**config.mk**
```make
export PLATFORM = sky130hd
export DESIGN_NAME = truth_table_sweeper
export DESIGN_NICKNAME = d
export VERILOG_FILES = /design/src/rtl/truth_table_sweeper.sv
export SDC_FILE = /design/constraint.sdc
export NUM_CORES = 1
export LEC_CHECK = 0
export BUFFER_PORTS_ARGS = -buffer_cell sky130_fd_sc_hd__buf_4
export CORE_ASPECT_RATIO = 0.5
export CORE_UTILIZATION = 40
export CTS_CLUSTER_SIZE = 40
export DETAILED_ROUTE_END_ITERATION = 8
export PLACE_DENSITY = 0.64
export SLEW_MARGIN = 20
export SYNTH_ARGS = -nofsm -noshare
export SYNTH_HDL_FRONTEND = slang
export SYNTH_SLANG_ARGS = --single-unit
export TNS_END_PERCENT = 1
```
**constraint.sdc**
```tcl
create_clock -name clk -period 6.8 [get_ports clk]
set_input_delay 2.04 -clock clk [delete_from_list [all_inputs] [get_ports clk]]
set_output_delay 2.04 -clock clk [all_outputs]
set_load 0.05 [all_outputs]
```
**src/rtl/truth_table_sweeper.sv**
```systemverilog
// Exhaustive stimulus/capture stage for a 4-input function: steps {a,b,c,d} through 0..15,
// samples y on the last held cycle of each vector and grades the packed table against EXPECTED.
module truth_table_sweeper #(
  parameter int unsigned HOLD_CYCLES = 10,
  parameter logic [15:0] EXPECTED    = 16'h0000
) (
  input  logic        clk,
  input  logic        rst,
  input  logic        start,
  input  logic        y,
  output logic        a,
  output logic        b,
  output logic        c,
  output logic        d,
  output logic        busy,
  output logic        done,
  output logic [15:0] captured,
  output logic        pass,
  output logic [4:0]  mismatch_count,
  output logic [3:0]  first_fail
);

  typedef enum logic [1:0] {
    IDLE,
    HOLD,
    FINISH,
    DONE
  } state_t;

  localparam logic [7:0] HOLD_LAST = 8'(HOLD_CYCLES - 1);

  state_t     state;
  logic [3:0] idx;
  logic [7:0] hold_cnt;
  logic       sample_mismatch;

  assign {a, b, c, d}    = idx;
  assign sample_mismatch = (y != EXPECTED[idx]);

  // idx only moves on a capture edge, so each vector stays stable for exactly HOLD_CYCLES cycles.
  always_ff @(posedge clk) begin
    if (rst) begin
      state          <= IDLE;
      idx            <= '0;
      hold_cnt       <= '0;
      busy           <= 1'b0;
      done           <= 1'b0;
      captured       <= '0;
      pass           <= 1'b0;
      mismatch_count <= '0;
      first_fail     <= '0;
    end else begin
      case (state)
        IDLE, DONE: begin
          if (start) begin
            state          <= HOLD;
            idx            <= '0;
            hold_cnt       <= '0;
            busy           <= 1'b1;
            done           <= 1'b0;
            pass           <= 1'b0;
            captured       <= '0;
            mismatch_count <= '0;
            first_fail     <= '0;
          end
        end
        HOLD: begin
          if (hold_cnt == HOLD_LAST) begin
            captured[idx] <= y;
            if (sample_mismatch) begin
              mismatch_count <= mismatch_count + 5'd1;
              if (mismatch_count == 5'd0) begin
                first_fail <= idx;
              end
            end
            if (idx == 4'd15) begin
              state <= FINISH;
            end else begin
              idx      <= idx + 4'd1;
              hold_cnt <= '0;
            end
          end else begin
            hold_cnt <= hold_cnt + 8'd1;
          end
        end
        FINISH: begin
          // The last capture landed on the previous edge, so captured is complete here.
          busy  <= 1'b0;
          done  <= 1'b1;
          pass  <= (captured == EXPECTED);
          state <= DONE;
        end
        default: state <= IDLE;
      endcase
    end
  end

endmodule

```
==> reports/results.txt <==
DIE HEIGHT: 54.7 microns
Post-synthesis async set-or-reset flop share: 0
Number of nets in the finished design: 298
Top-count cell post-synth: sky130_fd_sc_hd__dfxtp_1
Sort of element at the start of the critical path: input port
Part of the power in registers: 0.409
Max-slew violations: 0
Combined area of the multi-input logic cells: 1220 sq um
Peak per-stage delay on the critical path: 0.79 ns
Grt met3 use: 0.0464
Post-detailed-placement half-perimeter wirelength: 3790 microns
Worst-margin pin slew: 1.01 ns
CP max FO: 15
Clk Latency, worst-skew pair: 0.30 ns
Worst slew margin relative to its limit: 0.325
CTS hold repair buffers: 0
Global-route wire length before repair: 8350 microns
Count of routing violations after the opening detailed-route iteration: 86
Number of synthesized flops with an enable pin: 0
Starting Density: 0.432
Count of standard-cell rows: 18
Met2 capacity usage during global routing: 0.286
Met1 global-route usage: 0.267
Endpoint type of the worst setup path: flop
Synthesized cell area: 2220 sq um
Number of gates given a new drive strength after cts: 0
Instance count along the most critical hold path: 1
CP dominant cell by count: sky130_fd_sc_hd__buf_4
Status: complete, no violations
Capture instance of the worst register-to-register path: captured[7]
Hold WC Path Type: reg2reg
Proportion of total power due to net switching: 0.387
Leftover overflow at the end of global routing: 0
Clock transition at the register clock pins on the worst setup and hold paths after CTS: 0.07 ns
Worst-path cell with the longest stage delay: sky130_fd_sc_hd__o21ai_1
LEAKAGE: 1.11 nW
Detailed-route DRC error count: 0
Buffers on Ports: 35
Reported net switching power: 0.257 mW
Portion of netlist area occupied by mux cells: 0.0186
Data required time at the worst endpoint: 6.99 ns
Post-route setup TNS: 0 ns
Critical path start-end classification: in2reg
CTS root buffer: sky130_fd_sc_hd__clkbuf_8
Syn Inst Count: 255
Via density per instance: 5.49
Number of buffers created by CTS: 5
Most common library cells after synthesis: 42 x sky130_fd_sc_hd__dfxtp_1, 25 x sky130_fd_sc_hd__inv_1, 15 x sky130_fd_sc_hd__a211oi_1, 15 x sky130_fd_sc_hd__a21oi_1, 14 x sky130_fd_sc_hd__a21o_1
Fraction of synthesized cell area taken by the top area cell type: 0.379
Hold Crit Endpoint: first_fail[0]
Vias post-DR: 1939
Number of register bits inferred by synthesis: 42
CP top delay family: compound AO/OA/AOI/OAI gates
Total of fill cells in the finished design: 506
Deepest level of the CTS H-tree: 2
Number of cell instances on the worst register-to-register path: 6
Startpoint of the worst register-to-register path: state[0]
Die area: 5870 sq um
Global route hottest layer: met2
Drt pass-1 iters: 4
Number of global-route vias before repair: 1676
Ys flop type: sky130_fd_sc_hd__dfxtp_1
Hold Path Origin: first_fail[0]
Tcrit/Tclk final: 0.508
Number of buffer and inverter stages on the critical path: 2
Area fraction in compound gates after synthesis: 0.235
Arrival time at the worst endpoint: 3.64 ns
Synthesized area per cell: 8.70 sq um
Number of setup violations in the final report: 0
Setup repair after global routing missed its margin: no
RePlAce Congestion: 0.821
# clock sinks: 42
Placed cells: 346
Buffers inserted during post-CTS setup optimization: 0
Critical path cell sequence: buf_4, mux2i_1, buf_4, o21ai_1, a21oi_1, a22o_1
Library cells used by synthesis: 51
TritonCTS clock tree: built
GR Util All Layers: 0.192
Syn-to-layout area delta: 16.9%
Largest net degree at the start of global routing: 18
Number of antenna violations at the first check in global routing: 0
Register area: 841 sq um
Horizontal extent of the die: 107 microns
Post-layout min period: 3.45 ns
XOR/XNOR Fraction of Synth Area: 0.0158
Number of buffers on the longest clock path: 2
Number of nets still failing antenna checks after routing: 0
Combinational share of power: 0.362
Core Box Area: 5130 sq um
Synth Area in Adders: 0.0620
Sequential element share of the synthesized area: 0.379
Main combinational cell family by area after synthesis: compound AO/OA/AOI/OAI gates
Hold Violations, Final: 0
Number of max-cap violations: 0
DRT Wirelength: 5160 microns
Number of antenna cells inserted: 0
Average wire length per cell after detail routing: 14.6 microns
Largest area contributor in the synthesized netlist: sky130_fd_sc_hd__dfxtp_1
Leading cell types by total area after synthesis: sky130_fd_sc_hd__dfxtp_1 38%, sky130_fd_sc_hd__ha_1 6.2%, sky130_fd_sc_hd__a211oi_1 5.1%
Maximum clock rate: 0.290 GHz
I/O pin cnt: 36
Fraction of layout cells with a size suffix above 1: 0.191
Cell Pwr Density: 256 nW/um^2
Layout Skew: 0.00818 ns
Share of synthesized cell area in and, or, nand and nor gates: 0.220
Post-Syn Nets: 270
VDD IR max: 0.109 mV
Setup slack, reg-to-reg: 4.22 ns
Number of warnings printed during yosys synthesis: 0
Non-filler instance count after layout: 353
Clock network fraction of design power: 0.229
Overall power consumption: 0.663 mW
Cell-internal power: 0.406 mW
## worst max path at each step
stage	startpoint	end	depth (start not counted)
3_5_place_dp	start	captured[7]	6
5_1_grt	start	captured[7]	6
3_3_place_gp	start	captured[7]	6
6_report	start	captured[7]	6
4_1_cts	start	captured[7]	6
2_1_floorplan	start	captured[11]	5
## cell families (layout without fill, tap and decap cells)
| group | Yosys count | count (layout) |
|---|---|---|
| AND/OR/NAND/NOR | 80 | 80 |
| XOR/XNOR | 4 | 4 |
| buffers and inverters | 40 | 68 |
| AO/OA/AOI/OAI | 74 | 74 |
| adder cells (fa/ha/maj) | 11 | 11 |
| multiplexers | 4 | 4 |
| flip-flops | 42 | 42 |
## state kept, by name, summed over array words and instances, names as in the netlist
name            cells
pass                1
busy                1
state               2
done                1
first_fail          4
captured           16
mismatch_count      5
idx                 4
hold_cnt            8
## per-layer routing
metal / up-vias / part of all wire / wire, microns
met5: - / 0 / 0
met4: 0 / 0.014 / 72
met3: 7 / 0.038 / 197
met2: 28 / 0.42 / 2190
met1: 921 / 0.52 / 2700
li1: 983 / - / -
## worst reg2reg max path, stage by stage (launching register included)
cell and delay (ns):
sky130_fd_sc_hd__dfxtp_1 0.39, sky130_fd_sc_hd__ha_1 0.53, sky130_fd_sc_hd__mux2i_1 0.14, sky130_fd_sc_hd__buf_4 0.23, sky130_fd_sc_hd__o21ai_1 0.79, sky130_fd_sc_hd__a21oi_1 0.13
sky130_fd_sc_hd__a22o_1 0.27
## metrics by stage
step                      area (sq um)  hold slack [ns]  utilization  setup WS (ns)
after floorplan                   2220            0.466            -           3.58
after global placement            2510            0.462        0.490           3.13
final                             2590            0.483        0.505           3.35
after global routing              2590            0.503        0.505           3.25
after CTS                         2590            0.484        0.505           3.37
after detailed placement          2510            0.465        0.490           3.06
## layout by cell type (no fill, tap or decap), types with 5 or more instances in the layout
master	synthesis	routed
sky130_fd_sc_hd__or3_1	5	5
sky130_fd_sc_hd__ha_1	11	11
sky130_fd_sc_hd__a211oi_1	15	15
sky130_fd_sc_hd__nand4_1	9	9
sky130_fd_sc_hd__a21o_1	14	14
sky130_fd_sc_hd__nor4_1	5	5
sky130_fd_sc_hd__nor2_1	13	13
sky130_fd_sc_hd__dfxtp_1	42	42
sky130_fd_sc_hd__nand2_1	13	13
sky130_fd_sc_hd__clkbuf_8	0	5
sky130_fd_sc_hd__a21oi_1	15	15
sky130_fd_sc_hd__nand3_1	6	6
sky130_fd_sc_hd__buf_4	1	36
sky130_fd_sc_hd__a22o_1	5	5
sky130_fd_sc_hd__inv_1	25	25
sky130_fd_sc_hd__o21ai_0	5	5
## final cells by class
cell class / instances / area share
clock buffers: 5 / 0.0265
inverters: 25 / 0.0362
clock inverters: 2 / 0.00386
flip-flops and latches: 42 / 0.324
well taps: 70 / 0.0338
multi-input cells: 173 / 0.471
repair buffers: 36 / 0.104
## power by group through the flow
stage | clock network, mW | logic (mW) | registers (mW)
CTS | 0.158 | 0.240 | 0.271
global route | 0.167 | 0.264 | 0.274
finish | 0.152 | 0.240 | 0.271
floorplan | 0 | 0.169 | 0.292
detailed placement | 0 | 0.239 | 0.277
global placement | 0 | 0.237 | 0.276
Note: power is estimated with default switching activity, not from simulation.
